**src/rtl/usb_rx_pkg.sv**
```systemverilog
// Shared types and constants for the USB receive packet controller.
package usb_rx_pkg;

  typedef enum logic [2:0] {
    ST_IDLE,
    ST_SYNC,
    ST_PID,
    ST_BODY,
    ST_EOP_WAIT,
    ST_ERR_WAIT
  } state_e;

  // Encodings match pid[1:0] so the accepted PID maps straight onto pkt_type.
  typedef enum logic [1:0] {
    PKT_SPECIAL   = 2'd0,
    PKT_TOKEN     = 2'd1,
    PKT_HANDSHAKE = 2'd2,
    PKT_DATA      = 2'd3
  } pkt_type_e;

  typedef enum logic [2:0] {
    ERR_NONE        = 3'd0,
    ERR_SYNC        = 3'd1,
    ERR_PID         = 3'd2,
    ERR_CRC         = 3'd3,
    ERR_ALIGN       = 3'd4,
    ERR_OVERFLOW    = 3'd5,
    ERR_TIMEOUT     = 3'd6,
    ERR_UNSUPPORTED = 3'd7
  } err_code_e;

  localparam logic [4:0]  CRC5_POLY      = 5'h05;
  localparam logic [4:0]  CRC5_SEED      = 5'h1F;
  localparam logic [4:0]  CRC5_RESIDUAL  = 5'b01100;
  localparam logic [15:0] CRC16_POLY     = 16'h8005;
  localparam logic [15:0] CRC16_SEED     = 16'hFFFF;
  localparam logic [15:0] CRC16_RESIDUAL = 16'h800D;
  localparam logic [7:0]  SYNC_DEFAULT   = 8'b1000_0000;

  function automatic logic pid_check(input logic [7:0] p);
    return p[7:4] == ~p[3:0];
  endfunction

endpackage

```
**src/rtl/usb_crc_serial.sv**
```systemverilog
// Bit-serial CRC (MSB feedback, fed LSB-first data) with a residual check.
module usb_crc_serial #(
  parameter int               WIDTH = 5,
  parameter logic [WIDTH-1:0] POLY  = '0,
  parameter logic [WIDTH-1:0] SEED  = '1
) (
  input  logic             clk,
  input  logic             rst,
  input  logic             clr,
  input  logic             en,
  input  logic             bit_in,
  output logic [WIDTH-1:0] crc,
  output logic             residual_ok
);

  // The residual is what a zero register reaches after WIDTH ones, independent of payload.
  function automatic logic [WIDTH-1:0] calc_residual();
    logic [WIDTH-1:0] r;
    r = '0;
    for (int i = 0; i < WIDTH; i++)
      r = {r[WIDTH-2:0], 1'b0} ^ (r[WIDTH-1] ? '0 : POLY);
    return r;
  endfunction

  localparam logic [WIDTH-1:0] RESIDUAL = calc_residual();

  // NOTE: sequential state uses non-blocking assignments so every register samples pre-edge values.
  always_ff @(posedge clk) begin
    if (rst || clr)
      crc <= SEED;
    else if (en)
      crc <= {crc[WIDTH-2:0], 1'b0} ^ ((crc[WIDTH-1] ^ bit_in) ? POLY : '0);
  end

  assign residual_ok = (crc == RESIDUAL);

endmodule

```
**src/rtl/usb_rx_pkt_ctrl.sv**
```systemverilog
// USB receive packet controller: PID decode, body byte streaming, CRC5/CRC16
// residual checks and per-packet status with an inactivity timeout.
module usb_rx_pkt_ctrl
  import usb_rx_pkg::*;
#(
  parameter int          MAX_DATA_BYTES = 8,
  parameter logic [7:0]  SYNC_PATTERN   = SYNC_DEFAULT,
  parameter int          TIMEOUT_CYCLES = 256,
  parameter bit          CHECK_CRC      = 1'b1,
  localparam int         CNT_W          = $clog2(MAX_DATA_BYTES + 3)
) (
  input  logic             clk,
  input  logic             rst,
  input  logic             d_edge,
  input  logic             eop,
  input  logic             shift_en,
  input  logic             rcv_bit,
  output logic [7:0]       rx_byte,
  output logic             rx_byte_valid,
  output logic [CNT_W-1:0] rx_byte_cnt,
  output logic [3:0]       pid,
  output logic [1:0]       pkt_type,
  output logic             rcving,
  output logic             pkt_done,
  output logic             pkt_ok,
  output logic [2:0]       err_code
);

  localparam int               TMO_W    = $clog2(TIMEOUT_CYCLES + 1);
  localparam logic [TMO_W-1:0] TMO_LAST = TMO_W'(TIMEOUT_CYCLES - 1);
  localparam logic [CNT_W-1:0] CNT_MAX  = CNT_W'(MAX_DATA_BYTES + 2);

  state_e           state;
  logic [7:0]       shreg;
  logic [2:0]       bit_cnt;
  logic [TMO_W-1:0] tmo_cnt;

  logic       in_rx, take_bit, byte_done, tmo_active, timeout, is_token;
  logic [7:0] byte_w;
  logic [4:0] crc5;
  logic [15:0] crc16;
  logic       crc5_res_ok, crc16_res_ok, crc5_ok, crc16_ok;

  assign in_rx      = (state == ST_SYNC) || (state == ST_PID) || (state == ST_BODY);
  assign take_bit   = shift_en && !eop && in_rx;
  assign byte_w     = {rcv_bit, shreg[7:1]};
  assign byte_done  = take_bit && (bit_cnt == 3'd7);
  assign tmo_active = in_rx || (state == ST_EOP_WAIT);
  assign timeout    = tmo_active && !shift_en && !eop && (tmo_cnt == TMO_LAST);
  assign is_token   = (pkt_type == PKT_TOKEN);

  usb_crc_serial #(.WIDTH(5), .POLY(CRC5_POLY), .SEED(CRC5_SEED)) u_crc5 (
    .clk         (clk),
    .rst         (rst),
    .clr         (state == ST_IDLE),
    .en          (take_bit && (state == ST_BODY) && is_token),
    .bit_in      (rcv_bit),
    .crc         (crc5),
    .residual_ok (crc5_res_ok)
  );

  usb_crc_serial #(.WIDTH(16), .POLY(CRC16_POLY), .SEED(CRC16_SEED)) u_crc16 (
    .clk         (clk),
    .rst         (rst),
    .clr         (state == ST_IDLE),
    .en          (take_bit && (state == ST_BODY) && !is_token),
    .bit_in      (rcv_bit),
    .crc         (crc16),
    .residual_ok (crc16_res_ok)
  );

  // The package residual pins the one the CRC block derives from its polynomial.
  assign crc5_ok  = crc5_res_ok  && (crc5  == CRC5_RESIDUAL);
  assign crc16_ok = crc16_res_ok && (crc16 == CRC16_RESIDUAL);

  always_ff @(posedge clk) begin
    if (rst) begin
      state         <= ST_IDLE;
      shreg         <= '0;
      bit_cnt       <= '0;
      tmo_cnt       <= '0;
      rx_byte       <= '0;
      rx_byte_valid <= 1'b0;
      rx_byte_cnt   <= '0;
      pid           <= '0;
      pkt_type      <= '0;
      rcving        <= 1'b0;
      pkt_done      <= 1'b0;
      pkt_ok        <= 1'b0;
      err_code      <= '0;
    end else begin
      rx_byte_valid <= 1'b0;
      pkt_done      <= 1'b0;

      if (take_bit) begin
        shreg   <= byte_w;
        bit_cnt <= bit_cnt + 3'd1;
      end

      if (shift_en || !tmo_active) tmo_cnt <= '0;
      else                         tmo_cnt <= tmo_cnt + 1'b1;

      if (timeout) begin
        pkt_done <= 1'b1;
        pkt_ok   <= 1'b0;
        err_code <= ERR_TIMEOUT;
        rcving   <= 1'b0;
        state    <= ST_IDLE;
      end else begin
        case (state)
          ST_IDLE: if (d_edge) begin
            state       <= ST_SYNC;
            rcving      <= 1'b1;
            shreg       <= '0;
            bit_cnt     <= '0;
            rx_byte_cnt <= '0;
          end

          ST_SYNC: begin
            if (eop) begin
              pkt_done <= 1'b1; pkt_ok <= 1'b0; err_code <= ERR_ALIGN;
              rcving   <= 1'b0; state  <= ST_IDLE;
            end else if (byte_done) begin
              if (byte_w == SYNC_PATTERN) state <= ST_PID;
              else begin
                pkt_done <= 1'b1; pkt_ok <= 1'b0; err_code <= ERR_SYNC;
                rcving   <= 1'b0; state  <= ST_ERR_WAIT;
              end
            end
          end

          ST_PID: begin
            if (eop) begin
              pkt_done <= 1'b1; pkt_ok <= 1'b0; err_code <= ERR_ALIGN;
              rcving   <= 1'b0; state  <= ST_IDLE;
            end else if (byte_done) begin
              if (!pid_check(byte_w) || byte_w[1:0] == PKT_SPECIAL) begin
                pkt_done <= 1'b1; pkt_ok <= 1'b0;
                err_code <= pid_check(byte_w) ? ERR_UNSUPPORTED : ERR_PID;
                rcving   <= 1'b0; state  <= ST_ERR_WAIT;
              end else begin
                pid      <= byte_w[3:0];
                pkt_type <= byte_w[1:0];
                if (byte_w[1:0] == PKT_HANDSHAKE) begin
                  rcving <= 1'b0;
                  state  <= ST_EOP_WAIT;
                end else begin
                  state  <= ST_BODY;
                end
              end
            end
          end

          ST_BODY: begin
            if (eop) begin
              pkt_done <= 1'b1;
              rcving   <= 1'b0;
              state    <= ST_IDLE;
              if (is_token || bit_cnt != 3'd0 || rx_byte_cnt < CNT_W'(2)) begin
                pkt_ok <= 1'b0; err_code <= ERR_ALIGN;
              end else if (CHECK_CRC && !crc16_ok) begin
                pkt_ok <= 1'b0; err_code <= ERR_CRC;
              end else begin
                pkt_ok <= 1'b1; err_code <= ERR_NONE;
              end
            end else if (byte_done) begin
              if (!is_token && rx_byte_cnt == CNT_MAX) begin
                pkt_done <= 1'b1; pkt_ok <= 1'b0; err_code <= ERR_OVERFLOW;
                rcving   <= 1'b0; state  <= ST_ERR_WAIT;
              end else begin
                rx_byte       <= byte_w;
                rx_byte_valid <= 1'b1;
                rx_byte_cnt   <= rx_byte_cnt + 1'b1;
                // Second token byte completes addr/endp/CRC5.
                if (is_token && rx_byte_cnt == CNT_W'(1)) begin
                  rcving <= 1'b0;
                  state  <= ST_EOP_WAIT;
                end
              end
            end
          end

          ST_EOP_WAIT: begin
            if (eop) begin
              pkt_done <= 1'b1;
              state    <= ST_IDLE;
              if (CHECK_CRC && is_token && !crc5_ok) begin
                pkt_ok <= 1'b0; err_code <= ERR_CRC;
              end else begin
                pkt_ok <= 1'b1; err_code <= ERR_NONE;
              end
            end else if (shift_en) begin
              pkt_done <= 1'b1; pkt_ok <= 1'b0; err_code <= ERR_ALIGN;
              state    <= ST_ERR_WAIT;
            end
          end

          ST_ERR_WAIT: if (eop) state <= ST_IDLE;

          default: state <= ST_IDLE;
        endcase
      end
    end
  end

endmodule

```
**config.mk**
```make
export PLATFORM = sky130hd
export DESIGN_NAME = usb_rx_pkt_ctrl
export DESIGN_NICKNAME = d
export VERILOG_FILES = /design/src/rtl/usb_rx_pkg.sv /design/src/rtl/usb_crc_serial.sv /design/src/rtl/usb_rx_pkt_ctrl.sv
export SDC_FILE = /design/constraint.sdc
export NUM_CORES = 1
export LEC_CHECK = 0
export CAP_MARGIN = 20
export CORE_MARGIN = 4
export CORE_UTILIZATION = 25
export DETAILED_ROUTE_END_ITERATION = 16
export SLEW_MARGIN = 20
export SYNTH_ARGS = -nofsm -noshare
export SYNTH_HDL_FRONTEND = slang
export SYNTH_HIERARCHICAL = 1
export SYNTH_SLANG_ARGS = --single-unit
```
**constraint.sdc**
```tcl
create_clock -name clk -period 3 [get_ports clk]
set_input_delay 0.6 -clock clk [delete_from_list [all_inputs] [get_ports clk]]
set_output_delay 0.6 -clock clk [all_outputs]
set_load 0.05 [all_outputs]
```
==> results.yml, run 1 <==
critical_path:
  cp.required_ns: 3.23
  crit_type: "flop to flop"
  worst_setup_path_start_kind: "flop"
  reg2reg_slack_ns: 0.62
  r2r_end: "err_code[2]$_SDFFE_PP0P_"
  worstPathArrival_ns: 2.60
  cp-startpoint: "tmo_cnt[0]$_SDFF_PP0_"
  max_stage_delay_ns: 0.59
  ff2ff_path_depth: 9
  worst_setup_path_end_kind: "flop"
  r2r_start: "tmo_cnt[0]$_SDFF_PP0_"
  critPathMaxFanout: 4
  worst_path_max_delay_cell: "or4b_2"
  path_cells: "ha_1 > nand3_1 > nor2_1 > and3_1 > ha_1 > or4b_2 > a21oi_1 > a311oi_1 > a311oi_1"
logic_synthesis:
  synth_edf_count: 0
  yosysSeqAreaShare_pct: 39.6
  yosysUniqueCellTypes: 59
  netlist_instances: 379
  ys_ff_latch: 66
  synth.avg_cell_area_um2: 8.80
  synthTopCellsByArea: "dfxtp_1, mux2i_1, nor2_1"
  synth_area_leader_cell: "dfxtp_1"
  yosys_warnings: 6
  syn_area_um2: 3340
  synthFlopType: "dfxtp_1"
  syn_nets: 393
  synth-async-reset-ratio_pct: 0
  synth_top_area_share_pct: 39.6
global_route:
  gr-total-overflow: 0
  grt_first_pass_wirelength_mm: 13.3
  grt.total_usage_pct: 11.0
  antenna_found_initial: 0
  grt_pass1_vias: 2653
  grt_max_degree: 20
die:
  coreArea_um2: 12800
  start_util_pct: 26.0
  rows: 41
  die_h_um: 124
  dieArea_um2: 15300
  io_pins: 31
  die_x_um: 124
cts:
  cts-root-buf: "clkbuf_16"
  insertion_delay_ns: 0.33
  post_cts_resized: 0
  numClockSinks: 66
  cts_tree: "built"
  path_clk_slew_ns: 0.05
  cts-htree-levels: 3
  post_cts_buffers: 0
  clockBufferDepth: 2
  cts_buffers: 9
  holdBufCountCts: 0
placed_design:
  finalWeightedCongestion: 0.858
  hpwl_mm: 5.45
  placement.io_buffers: 30
  dp.cells: 565
final_layout:
  finalNonFillerCells: 579
  final_common_cell: "dfxtp_1"
  fin_nets: 418
  areaGrowthSynthToFinish_pct: 23.5
  drive_gt1_share_pct: 7.86
  diodes: 0
  final_cell_mix: "dfxtp_1, nor2_1, mux2i_1, nand2_1, clkdlybuf4s50_1"
  final_util_pct: 32.1
power_and_ir_drop:
  power.density_nw_per_um2: 692
  p_leak_nw: 1.43
  irDropWorstVdd_uv: 280
hold_path:
  min_delay_path_depth: 1
  worstHoldStart: "tmo_cnt[0]$_SDFF_PP0_"
  hp-class: "flop to flop"
  whs_endpoint: "tmo_cnt[0]$_SDFF_PP0_"
routing:
  drt_iter0_markers: 274
  routed_wl_mm: 7.64
  wl_met3_um: 427
  highest_layer: "met4"
  postRouteAntennaNets: 0
  drc_errors: 0
  vias_per_cell: 4.77
  dr.pass1.iters: 5
  wire_per_inst_um: 13.2
  vias: 2762
  met1_length_mm: 3.52
  wl_met2_mm: 3.50
sta:
  finalSetupTns_ns: 0
  finalHoldViolCount: 0
  max_slew_margin_pct: 50.7
  max_freq_mhz: 421
  finalSetupViolations: 0
  skew_ns: 0.00725
  drv_slew: 0
  rsz0062_at_grt: "false"
  min_period_ns: 2.38
  post-route-period-util_pct: 79.2
  worst_slew_pin_slew_ns: 0.739
flow_run:
  max_cap_violations: 0
outcome:
  status: "completed"
## synth_stat cells, types with 4 or more instances
cell / instances
buf_2: 6
nor4b_1: 4
o21ai_0: 9
nor2_1: 53
nand4_1: 6
xnor2_1: 14
mux2i_1: 37
a21oi_1: 17
nand3_1: 8
nor2b_1: 4
nand2_1: 30
nor4_1: 5
a21o_1: 4
a211oi_1: 5
clkbuf_1: 11
nand2b_1: 7
ha_1: 8
dfxtp_1: 66
buf_4: 4
inv_1: 13
xor2_1: 4
nor3_1: 11
or3_1: 4
## per-stage QoR
stage	total power [W]	setup slack, ns	cell area, um^2	hold slack, ns
after detailed placement	0.00171	0.371	3790	0.453
after global placement	0.00171	0.362	3790	0.443
after global routing	0.00300	0.395	4120	0.495
final	0.00285	0.623	4120	0.458
after floorplan	0.00153	0.793	3340	0.426
after CTS	0.00288	0.595	4120	0.466
## per-layer routing
layer | track usage (%) | vias to the layer above
li1 | - | 1392
met1 | 14.1 | 1276
met2 | 16.9 | 78
met3 | 2.93 | 16
met4 | 5.88 | 0
met5 | 0 | -
## worst max path at each step
stage	endpoint	slack, ns	depth (start not counted)
6_report	err_code[2]$_SDFFE_PP0P_	0.62	9
5_1_grt	err_code[2]$_SDFFE_PP0P_	0.39	9
4_1_cts	err_code[2]$_SDFFE_PP0P_	0.60	9
3_5_place_dp	err_code[2]$_SDFFE_PP0P_	0.37	6
3_3_place_gp	err_code[2]$_SDFFE_PP0P_	0.36	6
2_1_floorplan	err_code[2]$_SDFFE_PP0P_	0.79	6
## cell type report
class	instances	area, um^2
multi-input cells	277	1860
fillers	1338	8700
flip-flops and latches	66	1320
clock buffers	12	267
well taps	172	215
clock inverters	2	60.1
inverters	13	48.8
repair buffers	37	353
## worst max-delay path: cells and delay by family, from the launching register on
kind            cells  cell delay (ns)
compound gates      3             0.50
fa+ha+maj           2             0.36
flops               1             0.37
simple gates        4             1.06
## state kept, by name, indices dropped and copies added, names as in the netlist, 3 cells and up
register,count
bit_cnt,3
err_code,3
pid,4
rx_byte,8
rx_byte_cnt,4
shreg,7
state,3
tmo_cnt,9
u_crc16/crc,16
u_crc5/crc,5
## power by group
part	switching (W)	total, W	internal [W]
clock	0.000361	0.00115	0.000786
combinational	0.000444	0.000695	0.000251
sequential	0.0000803	0.00101	0.000928
## kinds of logic (layout without fill, tap and decap cells)
| group | after synthesis | after routing | synth area share (%) |
|---|---|---|---|
| AO/OA/AOI/OAI | 61 | 61 | 12.6 |
| XOR/XNOR | 19 | 19 | 5.40 |
| adder cells (fa/ha/maj) | 8 | 8 | 3.00 |
| buffers and inverters | 36 | 64 | 4.95 |
| flip-flops | 66 | 66 | 39.6 |
| multiplexers | 37 | 37 | 11.1 |
| AND/OR/NAND/NOR | 152 | 152 | 23.3 |
Note: power is estimated with default switching activity, not from simulation.
==> inputs of run 2 (changes only) <==
Clock period 3 ns to 2.3 ns, I/O delays scaled along.
==> results.yml, run 2 (synthesized netlist as in run 1, its figures left out) <==
final_layout:
  finalNonFillerCells: 609
  drive_gt1_share_pct: 15.6
  fin_nets: 446
  final_util_pct: 34.2
  largest_reg_flops: 16
  final_cell_mix: "dfxtp_1, nor2_1, mux2i_1, buf_4"
  final_common_cell: "dfxtp_1"
  areaGrowthSynthToFinish_pct: 31.5
  diodes: 0
  top_regs: "u_crc16/crc: 16 flops, tmo_cnt: 9 flops, rx_byte: 8 flops"
  largest-register: "u_crc16/crc"
  final_cell_area_um2: 4390
cts:
  cts-root-buf: "clkbuf_16"
  cts-htree-levels: 3
  insertion_delay_ns: 0.33
  numClockSinks: 66
  cts_buffers: 9
  path_clk_slew_ns: 0.06
  cts_tree: "built"
  clockBufferDepth: 2
  holdBufCountCts: 0
global_route:
  grt_max_degree: 20
  grt.total_usage_pct: 11.4
  grt_first_pass_wirelength_mm: 13.6
  grt_pass1_vias: 2722
  gr-total-overflow: 0
  antenna_found_initial: 0
critical_path:
  path_cells: "clkdlybuf4s50_1"
  crit_buf_inv: 1
  worst_setup_path_end_kind: "output pin"
  critPathMaxFanout: 8
  cpLargestDelayFamily: "buffers and inverters"
  max_stage_delay_ns: 0.86
  worstPathArrival_ns: 1.65
  worst_setup_path_start_kind: "flop"
  worst_path_max_delay_cell: "clkdlybuf4s50_1"
  crit_type: "flop to output pin"
  cp.required_ns: 1.84
placed_design:
  hpwl_mm: 6.05
  finalWeightedCongestion: 0.829
  placement.io_buffers: 30
  dp.cells: 591
  placed_area_um2: 4010
sta:
  worst_slew_pin_slew_ns: 0.708
  skew_ns: 0.00666
  post-route-period-util_pct: 91.8
  finalSetupViolations: 0
  drv_slew: 0
  max_freq_mhz: 474
  finalHoldViolCount: 0
  min_period_ns: 2.11
  rsz0062_at_grt: "false"
  max_slew_margin_pct: 52.7
die:
  start_util_pct: 26.0
  io_pins: 31
  die_x_um: 124
  dieArea_um2: 15300
  die_h_um: 124
  coreArea_um2: 12800
  rows: 41
power_and_ir_drop:
  pwr-share-seq_pct: 33.5
  p_sw_w: 0.00123
  combPwrFrac_pct: 27.1
  power.density_nw_per_um2: 884
  p_leak_nw: 1.58
  p_int_w: 0.00265
  irDropWorstVdd_uv: 377
  switching_share_pct: 31.7
  pwr-share-clk_pct: 39.5
routing:
  drc_errors: 0
  postRouteAntennaNets: 0
  vias_per_cell: 4.73
  drt_iter0_markers: 181
  dr.pass1.iters: 6
  routed_wl_mm: 8.43
  wire_per_inst_um: 13.8
  vias: 2883
flow_run:
  max_cap_violations: 0
hold_path:
  hp-class: "flop to flop"
outcome:
  status: "completed"
## run 2: cell types whose count changed in the layout (fill, tap and decap cells not counted), moves of 2 or more
cell | previous run | this run
ha_1 | 8 | 6
buf_4 | 7 | 33
ha_2 | 0 | 2
buf_12 | 0 | 2
## run 2: final timing paths
| check | from | end | slack (ns) | depth (start not counted) |
|---|---|---|---|---|
| max | rx_byte_cnt[2]$_SDFFE_PP0P_ | rx_byte_cnt[2] | 0.19 | 1 |
| min | rx_byte[0]$_SDFFE_PP0P_ | rx_byte[0]$_SDFFE_PP0P_ | 0.49 | 2 |
| max reg2reg | u_crc16/crc[4]$_SDFFE_PP1P_ | err_code[1]$_SDFFE_PP0P_ | 0.19 | 8 |
| min reg2reg | rx_byte[0]$_SDFFE_PP0P_ | rx_byte[0]$_SDFFE_PP0P_ | 0.49 | 2 |
## run 2: routing by layer
layer	track usage, %	routed length, um	part of all wire (%)
met1	13.8	3830	45
met4	5.05	200	2.4
met2	18.4	4000	47
met5	0	0	0
met3	3.89	402	4.8
## run 2: layout make-up
| cell class | count | area, um^2 |
|---|---|---|
| multi-input combinational | 277 | 1880 |
| sequential | 66 | 1320 |
| fill | 1310 | 8440 |
| inverter | 13 | 48.8 |
| clock inverter | 4 | 72.6 |
| tap | 172 | 215 |
| timing repair buffer | 65 | 588 |
| clock buffer | 12 | 267 |
## run 2: what timing repair did
item	in CTS	in global routing
buffers inserted	0	2
pin swaps	0	4
endpoints found under the setup margin	1	2
resized for setup	1	6
cloned	0	0
## run 2: metrics by stage
step	TNS (ns)	total power (W)	hold slack (ns)	setup WS, ns
2_1_floorplan	0	0.00200	0.426	0.0931
3_3_place_gp	-0.0178	0.00235	0.477	-0.0178
3_5_place_dp	-0.0635	0.00235	0.486	-0.0262
4_1_cts	0	0.00390	0.497	0.00274
5_1_grt	0	0.00407	0.520	0.0131
6_report	0	0.00388	0.495	0.189
## run 2: power by group through the flow
stage	Clock, W	Combinational [W]	Sequential, W
5_1_grt	0.00162	0.00114	0.00131
2_1_floorplan	0	0.000605	0.00139
3_3_place_gp	0	0.00103	0.00132
4_1_cts	0.00157	0.00104	0.00129
3_5_place_dp	0	0.00103	0.00132
6_report	0.00153	0.00105	0.00130
==> inputs of run 3 (changes only) <==
Settings changed: ABC_AREA set to 1.
==> results.yml, run 3 <==
sta:
  finalSetupViolations: 0
  max_freq_mhz: 481
  worst_slew_pin_slew_ns: 0.536
  finalHoldViolCount: 0
  post-route-period-util_pct: 90.3
  drv_slew: 0
  min_period_ns: 2.08
  rsz0062_at_grt: "false"
  skew_ns: 0.0118
  finalSetupTns_ns: 0
  max_slew_margin_pct: 64.2
logic_synthesis:
  synth_edf_count: 0
  synth-async-reset-ratio_pct: 0
  synthFlopType: "dfxtp_1"
  netlist_instances: 478
  yosysUniqueCellTypes: 40
  synthTopCellsByArea: "dfxtp_1, nand2_1, nor2_1"
  synth.most_common_cell: "nand2_1"
  syn_area_um2: 3540
  synth.avg_cell_area_um2: 7.40
  synth_area_leader_cell: "dfxtp_1"
  yosysSeqAreaShare_pct: 37.3
  ys_ff_latch: 66
  yosys_warnings: 6
  synth.top_cells.by_count: "nand2_1, dfxtp_1, nor2_1, inv_1, nand3_1"
  synth_top_area_share_pct: 37.3
  syn_nets: 492
final_layout:
  final_common_cell: "nand2_1"
  largest-register: "u_crc16/crc"
  largest_reg_flops: 16
  fin_nets: 532
  seqCellArea_um2: 1320
  final_cell_mix: "nand2_1, dfxtp_1, nor2_1, inv_1, nand3_1"
  diodes: 0
  drive_gt1_share_pct: 17.6
  multi_input_area_um2: 1890
  top_regs: "u_crc16/crc: 16 flops, tmo_cnt: 9 flops, rx_byte: 8 flops"
  areaGrowthSynthToFinish_pct: 23.4
  n_fill_cell: 1505
cts:
  insertion_delay_ns: 0.33
  post_cts_buffers: 0
  clockBufferDepth: 2
  cts_tree: "built"
  numClockSinks: 66
  holdBufCountCts: 0
  post_cts_resized: 0
  cts-htree-levels: 3
  path_clk_slew_ns: 0.05
  cts-root-buf: "clkbuf_16"
  cts_buffers: 9
die:
  coreArea_um2: 13900
  dieArea_um2: 16100
  io_pins: 31
  rows: 43
  start_util_pct: 25.5
  die_x_um: 127
  die_h_um: 127
placed_design:
  finalWeightedCongestion: 0.918
  hpwl_mm: 6.58
  placement.io_buffers: 30
critical_path:
  path_depth: 1
  cp-startpoint: "rx_byte_cnt[0]$_SDFFE_PP0P_"
  r2r_end: "shreg[4]$_SDFF_PP0_"
  crit_path_end: "rx_byte_cnt[0]"
  crit_buf_inv: 1
  worst_setup_path_end_kind: "output pin"
  ff2ff_path_depth: 6
  worstPathArrival_ns: 1.62
  crit_type: "flop to output pin"
  reg2reg_slack_ns: 0.54
  cpLargestDelayFamily: "buffers and inverters"
  max_stage_delay_ns: 0.85
  critPathMaxFanout: 6
  worst_path_max_delay_cell: "clkdlybuf4s50_1"
  worst_setup_path_start_kind: "flop"
  path_cells: "clkdlybuf4s50_1"
  r2r_start: "state[0]$_SDFFE_PP0P_"
  cp.required_ns: 1.84
power_and_ir_drop:
  p_leak_nw: 1.85
  power.density_nw_per_um2: 1020
  p_total_w: 0.00444
  irDropWorstVdd_uv: 393
global_route:
  gr-total-overflow: 0
  antenna_found_initial: 0
  grt_pass1_vias: 3001
  grt.total_usage_pct: 11.0
  grt_first_pass_wirelength_mm: 14.5
  grt_max_degree: 20
flow_run:
  max_cap_violations: 0
routing:
  routed_wl_mm: 8.57
  wire_per_inst_um: 12.2
  dr.pass1.iters: 4
  postRouteAntennaNets: 0
  drt_iter0_markers: 133
  vias: 3148
  vias_per_cell: 4.48
  drc_errors: 0
outcome:
  status: "completed"
hold_path:
  hp-class: "flop to flop"
## run 3: cell count changes after synthesis, moves of 7 or more
cell      change
clkbuf_1     -10
inv_1        +39
inv_2         +7
mux2i_1      -37
nand2_1      +64
nand2_2      +17
nand2b_1      -7
nand3_1      +32
nand3_2      +15
nor2_2        +7
o21ai_0      +11
xnor2_1      -13
## run 3: cells by family (layout without fill, tap and decap cells)
family                   after synthesis  count (layout)  share of synthesized area, %
XOR/XNOR                               5               5                          1.24
buffers and inverters                 72             117                          9.37
flip-flops                            66              66                          37.3
AND/OR/NAND/NOR                      267             267                          39.4
AO/OA/AOI/OAI                         60              60                          9.87
adder cells (fa/ha/maj)                8               8                          2.83
## run 3: final cells by class
| class | count | area share (%) |
|---|---|---|
| Sequential cell | 66 | 30.3 |
| Inverter | 60 | 5.27 |
| Clock inverter | 3 | 1.06 |
| Multi-Input combinational cell | 340 | 43.3 |
| Clock buffer | 13 | 6.19 |
| Tap cell | 180 | 5.16 |
| Timing Repair Buffer | 41 | 8.77 |
## run 3: stage by stage
step | worst slack, ns | instances | util [%] | area, um^2 | hold WS [ns]
2_1_floorplan | 0.475 | 478 | - | 3540 | 0.418
3_3_place_gp | 0.215 | 687 | 29.2 | 4050 | 0.428
3_5_place_dp | 0.184 | 687 | 29.2 | 4050 | 0.445
4_1_cts | 0.198 | 703 | 31.5 | 4370 | 0.456
5_1_grt | 0.175 | 703 | 31.5 | 4370 | 0.495
6_report | 0.222 | 703 | 31.5 | 4370 | 0.455
## run 3: where the power goes
| part | total [W] | internal [W] | leakage, nW | switching [W] |
|---|---|---|---|---|
| Combinational | 0.00165 | 0.000548 | 1.16 | 0.00110 |
| Sequential | 0.00137 | 0.00125 | 0.535 | 0.000113 |
| Clock | 0.00143 | 0.000929 | 0.152 | 0.000497 |
| Total | 0.00444 | 0.00273 | 1.85 | 0.00171 |
## run 3: metal layers
layer,vias up,global-route usage [%],routed length [um]
li1,1633,-,-
met1,1436,13.5,4000
met2,61,18.2,4090
met3,18,2.26,255
met4,0,5.55,226
met5,-,0,0
## run 3: worst min-delay path by stage
stage / from / depth (start not counted) / to / slack [ns]
2_1_floorplan: tmo_cnt[0]$_SDFF_PP0_ / 1 / tmo_cnt[0]$_SDFF_PP0_ / 0.42
3_3_place_gp: tmo_cnt[0]$_SDFF_PP0_ / 1 / tmo_cnt[0]$_SDFF_PP0_ / 0.43
3_5_place_dp: tmo_cnt[0]$_SDFF_PP0_ / 1 / tmo_cnt[0]$_SDFF_PP0_ / 0.44
4_1_cts: tmo_cnt[0]$_SDFF_PP0_ / 1 / tmo_cnt[0]$_SDFF_PP0_ / 0.46
5_1_grt: tmo_cnt[0]$_SDFF_PP0_ / 1 / tmo_cnt[0]$_SDFF_PP0_ / 0.49
6_report: tmo_cnt[0]$_SDFF_PP0_ / 1 / tmo_cnt[0]$_SDFF_PP0_ / 0.46
